`src/rtl/if_stage_oq.sv`:
```
// Fetch stage with up to MAX_OUTSTANDING in-flight inst-SRAM requests and an instruction buffer.
// Define IF_PERF_CNT_EN to add the discard and starvation performance counters.
module if_stage_oq #(
    parameter int          MAX_OUTSTANDING = 2,
    parameter int          IBUF_DEPTH      = 4,
    parameter logic [31:0] RESET_PC        = 32'h1c000000
) (
    input  logic        clk,
    input  logic        reset,
    input  logic        ds_allowin,
    input  logic        br_valid,
    input  logic        br_stall,
    input  logic [31:0] br_target,
    input  logic        flush_valid,
    input  logic [31:0] flush_target,
    output logic        inst_sram_req,
    output logic [31:0] inst_sram_addr,
    output logic [1:0]  inst_sram_size,
    input  logic        inst_sram_addr_ok,
    input  logic        inst_sram_data_ok,
    input  logic [31:0] inst_sram_rdata,
`ifdef IF_PERF_CNT_EN
    output logic [31:0] perf_discard_cnt,
    output logic [31:0] perf_starve_cnt,
`endif
    output logic        fs_to_ds_valid,
    output logic [31:0] fs_to_ds_pc,
    output logic [31:0] fs_to_ds_inst,
    output logic        fs_to_ds_ex
);

    localparam int QW = (MAX_OUTSTANDING > 1) ? $clog2(MAX_OUTSTANDING) : 1;
    localparam int BW = (IBUF_DEPTH > 1) ? $clog2(IBUF_DEPTH) : 1;
    localparam int OW = $clog2(MAX_OUTSTANDING + 1);
    localparam int CW = $clog2(IBUF_DEPTH + 1);
    localparam logic [31:0] NOP = 32'h00100000;

    logic [31:0]   fetch_pc_q, fetch_pc_d;
    logic [OW-1:0] out_q, out_d, disc_q, disc_d;
    logic          adef_hold_q, adef_hold_d;
    logic          req_hold_q, req_hold_d;
    logic [31:0]   pcq_q [MAX_OUTSTANDING];
    logic [31:0]   pcq_d [MAX_OUTSTANDING];
    logic [QW-1:0] pcq_wr_q, pcq_wr_d, pcq_rd_q, pcq_rd_d;
    logic [31:0]   ib_pc_q [IBUF_DEPTH];
    logic [31:0]   ib_pc_d [IBUF_DEPTH];
    logic [31:0]   ib_inst_q [IBUF_DEPTH];
    logic [31:0]   ib_inst_d [IBUF_DEPTH];
    logic          ib_ex_q [IBUF_DEPTH];
    logic          ib_ex_d [IBUF_DEPTH];
    logic [BW-1:0] ib_head_q, ib_head_d, ib_tail_q, ib_tail_d;
    logic [CW-1:0] ib_cnt_q, ib_cnt_d;

    logic        redirect, misalign, credit_ok, room_ok;
    logic        adef_fire, accept, resp, drop, push, pop;
    logic [31:0] target;

    function automatic logic [QW-1:0] qinc(input logic [QW-1:0] p);
        return (32'(p) == MAX_OUTSTANDING - 1) ? '0 : p + QW'(1);
    endfunction

    function automatic logic [BW-1:0] binc(input logic [BW-1:0] p);
        return (32'(p) == IBUF_DEPTH - 1) ? '0 : p + BW'(1);
    endfunction

    // Credits count buffered entries plus responses still owed to the buffer.
    always_comb begin
        redirect  = br_valid | flush_valid;
        target    = flush_valid ? flush_target : br_target;
        misalign  = fetch_pc_q[1:0] != 2'b00;
        credit_ok = (32'(ib_cnt_q) + 32'(out_q) - 32'(disc_q))
                    < 32'(IBUF_DEPTH);
        room_ok   = ~reset & ~br_stall & ~adef_hold_q & ~redirect & credit_ok;
        inst_sram_req = (room_ok & ~misalign
                         & (32'(out_q) < 32'(MAX_OUTSTANDING)))
                      | (req_hold_q & ~reset & ~redirect);
        inst_sram_addr = reset ? '0 : fetch_pc_q;
        inst_sram_size = 2'b10;
        adef_fire = room_ok & misalign & (out_q == disc_q);
        accept    = inst_sram_req & inst_sram_addr_ok;
        resp      = ~reset & inst_sram_data_ok & (out_q != '0);
        drop      = resp & (redirect | (disc_q != '0));
        push      = (resp & ~drop) | adef_fire;
        fs_to_ds_valid = ~reset & (ib_cnt_q != '0) & ~redirect;
        pop            = fs_to_ds_valid & ds_allowin;
        fs_to_ds_pc    = fs_to_ds_valid ? ib_pc_q[ib_head_q] : '0;
        fs_to_ds_inst  = fs_to_ds_valid ? ib_inst_q[ib_head_q] : '0;
        fs_to_ds_ex    = fs_to_ds_valid & ib_ex_q[ib_head_q];
    end

    always_comb begin
        fetch_pc_d  = fetch_pc_q;
        out_d       = out_q + OW'(accept) - OW'(resp);
        disc_d      = disc_q;
        adef_hold_d = adef_hold_q;
        req_hold_d  = inst_sram_req & ~inst_sram_addr_ok;
        pcq_d       = pcq_q;
        pcq_wr_d    = pcq_wr_q;
        pcq_rd_d    = pcq_rd_q;
        ib_pc_d     = ib_pc_q;
        ib_inst_d   = ib_inst_q;
        ib_ex_d     = ib_ex_q;
        ib_head_d   = ib_head_q;
        ib_tail_d   = ib_tail_q;
        ib_cnt_d    = ib_cnt_q + CW'(push) - CW'(pop);
        if (accept) begin
            pcq_d[pcq_wr_q] = fetch_pc_q;
            pcq_wr_d        = qinc(pcq_wr_q);
            fetch_pc_d      = fetch_pc_q + 32'd4;
        end
        if (resp)
            pcq_rd_d = qinc(pcq_rd_q);
        if (drop && !redirect)
            disc_d = disc_q - OW'(1);
        if (adef_fire)
            adef_hold_d = 1'b1;
        if (push) begin
            ib_pc_d[ib_tail_q]   = adef_fire ? fetch_pc_q : pcq_q[pcq_rd_q];
            ib_inst_d[ib_tail_q] = adef_fire ? NOP : inst_sram_rdata;
            ib_ex_d[ib_tail_q]   = adef_fire;
            ib_tail_d            = binc(ib_tail_q);
        end
        if (pop)
            ib_head_d = binc(ib_head_q);
        // Every response still owed after this cycle belongs to the old path.
        if (redirect) begin
            ib_head_d   = '0;
            ib_tail_d   = '0;
            ib_cnt_d    = '0;
            disc_d      = out_d;
            fetch_pc_d  = target;
            adef_hold_d = 1'b0;
            req_hold_d  = 1'b0;
        end
        if (reset) begin
            fetch_pc_d  = RESET_PC;
            out_d       = '0;
            disc_d      = '0;
            adef_hold_d = 1'b0;
            req_hold_d  = 1'b0;
            pcq_wr_d    = '0;
            pcq_rd_d    = '0;
            ib_head_d   = '0;
            ib_tail_d   = '0;
            ib_cnt_d    = '0;
            for (int i = 0; i < MAX_OUTSTANDING; i++)
                pcq_d[i] = '0;
            for (int i = 0; i < IBUF_DEPTH; i++) begin
                ib_pc_d[i]   = '0;
                ib_inst_d[i] = '0;
                ib_ex_d[i]   = 1'b0;
            end
        end
    end

    always_ff @(posedge clk) begin
        fetch_pc_q  <= fetch_pc_d;
        out_q       <= out_d;
        disc_q      <= disc_d;
        adef_hold_q <= adef_hold_d;
        req_hold_q  <= req_hold_d;
        pcq_q       <= pcq_d;
        pcq_wr_q    <= pcq_wr_d;
        pcq_rd_q    <= pcq_rd_d;
        ib_pc_q     <= ib_pc_d;
        ib_inst_q   <= ib_inst_d;
        ib_ex_q     <= ib_ex_d;
        ib_head_q   <= ib_head_d;
        ib_tail_q   <= ib_tail_d;
        ib_cnt_q    <= ib_cnt_d;
    end

`ifdef IF_PERF_CNT_EN
    logic [31:0] perf_disc_q, perf_disc_d, perf_starve_q, perf_starve_d;

    always_comb begin
        perf_disc_d   = perf_disc_q + 32'(drop);
        perf_starve_d = perf_starve_q + 32'(ds_allowin & ~fs_to_ds_valid);
        if (reset) begin
            perf_disc_d   = '0;
            perf_starve_d = '0;
        end
    end

    always_ff @(posedge clk) begin
        perf_disc_q   <= perf_disc_d;
        perf_starve_q <= perf_starve_d;
    end

    assign perf_discard_cnt = perf_disc_q;
    assign perf_starve_cnt  = perf_starve_q;
`endif

endmodule
```
`config.mk`:
```
export PLATFORM = sky130hd
export DESIGN_NAME = if_stage_oq
export DESIGN_NICKNAME = d
export VERILOG_FILES = /design/src/rtl/if_stage_oq.sv
export SDC_FILE = /design/constraint.sdc
export NUM_CORES = 1
export LEC_CHECK = 0
export ABC_CLOCK_PERIOD_IN_PS = 3700
export CAP_MARGIN = 0
export CORE_ASPECT_RATIO = 0.6
export CORE_MARGIN = 2
export CORE_UTILIZATION = 51
export CTS_CLUSTER_SIZE = 28
export DETAILED_ROUTE_END_ITERATION = 10
export PLACE_DENSITY_LB_ADDON = 0.12
export SYNTH_ARGS = -nofsm -noshare
export SYNTH_HDL_FRONTEND = slang
export SYNTH_SLANG_ARGS = --single-unit
export TNS_END_PERCENT = 50
```
`constraint.sdc`:
```
create_clock -name clk -period 3.7 [get_ports clk]
set_clock_uncertainty 0.1 [all_clocks]
set_input_delay 0.925 -clock clk [delete_from_list [all_inputs] [get_ports clk]]
set_output_delay 0.925 -clock clk [all_outputs]
set_load 0.01 [all_outputs]
```
==> flow_summary.toml <==
[timing]
final_hold_viol_count = 0
maxClockFrequency_ghz = 0.2569
totalNegativeSetupSlack_ns = -0.6603
final_max_tran_viols = 0
layout_setup_ws_ns = -0.1922
worst_slew_pin_slew_ns = 1.180
setup_viol_count_final = 6
layout_min_cycle_time_ns = 3.892
final.period_utilization_pct = 105.2
relSlewSlack_pct = 21.36
rsz0062_at_grt = "true"

[die]
fp.dieW_microns = 242.5
io_pins = 205
design.die.area_sq_um = 35670
coreArea_sq_um = 33640
placement_rows = 52
y_dimension_of_the_die_microns = 147.1
initial_core_util_pct = 51.75

[cts]
ctsLongestPathBuffers = 3
clockRootBuffer = "sky130_fd_sc_hd__clkbuf_16"
clkLatencyLatePin_ns = 0.54
clock_tree.htree_level_count = 2
holdBufCountCts = 0
tritoncts = "yes"
cts-buffers-inserted = 35
clk_pin_slew_worst_paths_ns = 0.06
clock_sink_count = 371

[status]
violations = "negative setup slack"
outcome = "finished, violations left"

[layout]
fill_cells = 2775
fin_cells = 2691
synthToLayoutAreaGrowth_pct = 26.14
insertedDiodeCount = 0
layout-drive-gt1-share_pct = 14.34
multiInputGateArea_sq_um = 9375
layout.area.seq_sq_um = 7440
nets = 2328
final_core_utilization_pct = 65.28

[worst_setup_path]
critPathMaxStageDelay_ns = 0.49
worstSetupStartpointType = "flip-flop"
worst_path_dominant_cell_family = "adder cells"
critPathSlowestCell = "sky130_fd_sc_hd__fa_1"
criticalPathCategory = "reg2out"
path_cells = "inv_2, fa_1, inv_1, ha_1, and3b_1, or4_4, a211oi_4, a21o_1, buf_6"
timing.critical_path.buf_inv = 3
cp-end-kind = "output port"
crit_arrival_ns = 2.87
critical_path.max_fanout = 2
crit_required_ns = 2.67

[min_path]
holdCritPathClass = "reg2reg"

[logic_synthesis]
synth_cells = 2045
synth_register_bits = 371
synth_warnings = 0
synth_cell_type_count = 60
postSynth.topFlopCell = "sky130_fd_sc_hd__dfxtp_1"
synth-seq-area-share_pct = 42.67
synth.cell_area_sq_um = 17410
asr_flop_ratio_synth_pct = 0
yosys-top-cells-area = "sky130_fd_sc_hd__dfxtp_1 (43%), sky130_fd_sc_hd__mux4_2 (8.4%), sky130_fd_sc_hd__a21oi_1 (7.9%)"
synth_top_area_share_pct = 42.67
synth.avg_cell_area_sq_um = 8.512
synth_edf_count = 0
synthDominantAreaCellType = "sky130_fd_sc_hd__dfxtp_1"
syn-num-nets = 2166

[global_routing]
global_route.usage.met2_pct = 44.79
met1_track_utilization_from_global_routing_pct = 43.58
grt_busiest_layer = "met2"
grt-ovfl-total = 0
number_of_antenna_violations_at_the_first_check_in_global_routing = 0
grt_first_pass_wirelength_microns = 84390
gr-usage-met3_pct = 5.974
globalRouteTotalUtil_pct = 29.66
first_global_vias = 15020
grt_start_max_net_pins = 124

[run]
cap_violations = 0

[place]
gpl.final_weighted_congestion = 0.9543
dp_hpwl_microns = 33420
post-place-cells = 2587
portBuffers = 202
pre_cts_ws_ns = -0.2939

[routing]
vias = 15890
drt_wl_total_microns = 54350
drt_first_pass_iters = 6
drt-initial-drc-count = 1650
detail_route.vias_per_cell = 5.906
wl_per_cell_microns = 20.20
detail_route.drc_violations = 0
number_of_nets_still_failing_antenna_checks_after_routing = 0

[pwr]
switching_power_share_of_the_total_pct = 23.37
power.total_mw = 8.291
power.leakage_nw = 7.651
power_switching_mw = 1.937
p_int_mw = 6.354
clock_power_share_pct = 43.8
max-vdd-ir-drop_v = 0.0003413
power_frac_seq_pct = 49.3
comb_power_share_pct = 6.9
cellPowerDensity_nw_per_um2 = 377.6
## kinds of logic after synthesis
family          count (synthesis)  share of synthesized area [%]
xor+xnor                       23                          1.157
other cells                     2                        0.04314
mux                           101                          10.49
buf+inv                       230                          5.211
simple gates                  800                          23.12
fa+ha+maj                      17                          1.308
flops                         371                          42.67
compound gates                501                          16.01
## Yosys cell counts, drive strengths merged, types with 3 or more instances
library cell,instances
ha,15
a22oi,4
or2,3
a21oi,275
xnor2,20
dfxtp,371
o21ai,150
nand4,9
o211ai,3
and3,5
nor2,95
a21boi,4
mux2i,35
nor3,12
clkbuf,154
nand3,133
a21o,3
a2111oi,9
buf,46
inv,30
or3,7
nor2b,33
and2,69
o2111ai,3
nand3b,128
o22ai,7
or4,3
nand2,295
nor4,4
mux4,65
a211oi,25
xor2,3
## repair_timing
action	CTS	global route
endpoints found under the setup margin	205	367
buffers inserted	27	8
gates cloned	9	1
pin swaps	12	13
gates resized for setup	96	47
## final timing paths
kind              endpoint  cells after the start    startpoint  slack [ns]
max          inst_sram_req                      9   ib_cnt_q[1]       -0.19
min           ib_inst_q[9]                      2  ib_inst_q[9]        0.35
max reg2reg     req_hold_q                     23   ib_cnt_q[1]       -0.17
min reg2reg   ib_inst_q[9]                      2  ib_inst_q[9]        0.35
## placed cells by master (no fill, tap or decap), types with 7 or more instances in the layout
master / instances
sky130_fd_sc_hd__ha_1: 12
sky130_fd_sc_hd__o21ai_0: 143
sky130_fd_sc_hd__dlygate4sd2_1: 52
sky130_fd_sc_hd__clkbuf_16: 37
sky130_fd_sc_hd__and2_1: 69
sky130_fd_sc_hd__clkdlybuf4s50_1: 132
sky130_fd_sc_hd__nor2b_1: 33
sky130_fd_sc_hd__nor3_1: 12
sky130_fd_sc_hd__nand2_1: 293
sky130_fd_sc_hd__a211oi_1: 20
sky130_fd_sc_hd__nand4_1: 9
sky130_fd_sc_hd__a21oi_1: 266
sky130_fd_sc_hd__mux2i_1: 35
sky130_fd_sc_hd__a21oi_2: 9
sky130_fd_sc_hd__buf_4: 87
sky130_fd_sc_hd__dfxtp_1: 365
sky130_fd_sc_hd__xnor2_1: 16
sky130_fd_sc_hd__clkbuf_1: 11
sky130_fd_sc_hd__buf_12: 17
sky130_fd_sc_hd__clkbuf_2: 13
sky130_fd_sc_hd__bufbuf_16: 7
sky130_fd_sc_hd__nor2_1: 94
sky130_fd_sc_hd__nand3b_1: 128
sky130_fd_sc_hd__inv_1: 26
sky130_fd_sc_hd__mux4_2: 65
sky130_fd_sc_hd__o22ai_1: 7
sky130_fd_sc_hd__nand3_1: 133
sky130_fd_sc_hd__buf_6: 8
## power by group through the flow
stage	logic, mW	registers [mW]	clock network (mW)
after floorplan	0.296	4.14	0
after global placement	0.522	4.18	0
after detailed placement	0.528	4.18	0
after CTS	0.552	4.09	3.68
after global routing	0.609	4.09	3.85
final	0.569	4.09	3.63
## through the flow
step           area (sq um)  hold WS (ns)
6_report              21960        0.3522
5_1_grt               21960        0.3688
3_3_place_gp          20210        0.3384
2_1_floorplan         17490        0.3331
4_1_cts               21850        0.3531
3_5_place_dp          20210        0.3445
## state kept, by name (all words and copies together), names as in the netlist
name	flops
ib_tail_q	2
ib_head_q	2
ib_inst_q	128
out_q	2
pcq_rd_q	1
ib_ex_q	4
fetch_pc_q	32
pcq_wr_q	1
ib_cnt_q	3
disc_q	2
req_hold_q	1
pcq_q	64
adef_hold_q	1
ib_pc_q	128
## worst reg2reg max path, stage by stage (launching register included)
cell	delay, ns
sky130_fd_sc_hd__dfxtp_2	0.34
sky130_fd_sc_hd__inv_2	0.04
sky130_fd_sc_hd__fa_1	0.49
sky130_fd_sc_hd__inv_1	0.04
sky130_fd_sc_hd__ha_1	0.27
sky130_fd_sc_hd__and3b_1	0.18
sky130_fd_sc_hd__buf_4	0.14
sky130_fd_sc_hd__o21ai_4	0.16
sky130_fd_sc_hd__a211oi_4	0.09
sky130_fd_sc_hd__a21o_1	0.19
sky130_fd_sc_hd__buf_4	0.14
sky130_fd_sc_hd__buf_6	0.10
sky130_fd_sc_hd__buf_4	0.12
sky130_fd_sc_hd__buf_4	0.12
sky130_fd_sc_hd__buf_4	0.12
sky130_fd_sc_hd__buf_4	0.12
sky130_fd_sc_hd__buf_4	0.12
sky130_fd_sc_hd__buf_4	0.12
sky130_fd_sc_hd__buf_4	0.12
sky130_fd_sc_hd__buf_4	0.12
sky130_fd_sc_hd__buf_4	0.12
sky130_fd_sc_hd__buf_4	0.12
sky130_fd_sc_hd__buf_4	0.12
sky130_fd_sc_hd__and3_4	0.16
## area by class of cell
| class | count | share of cell area, % |
|---|---|---|
| Multi-Input combinational cell | 1444 | 42.70 |
| Sequential cell | 371 | 33.88 |
| Timing Repair Buffer | 325 | 15.12 |
| Clock buffer | 52 | 4.604 |
| Tap cell | 459 | 2.616 |
| Clock inverter | 10 | 0.5584 |
| Inverter | 30 | 0.5242 |
## metal layers
layer  vias up  routed length, microns  part of all wire (%)
li1       7465                       -                     -
met1      7735                   24910                    46
met2       612                   24060                    44
met3        80                    4355                   8.0
met4         0                    1032                   1.9
met5         -                       0                     0
Note: power is estimated with default switching activity, not from simulation.
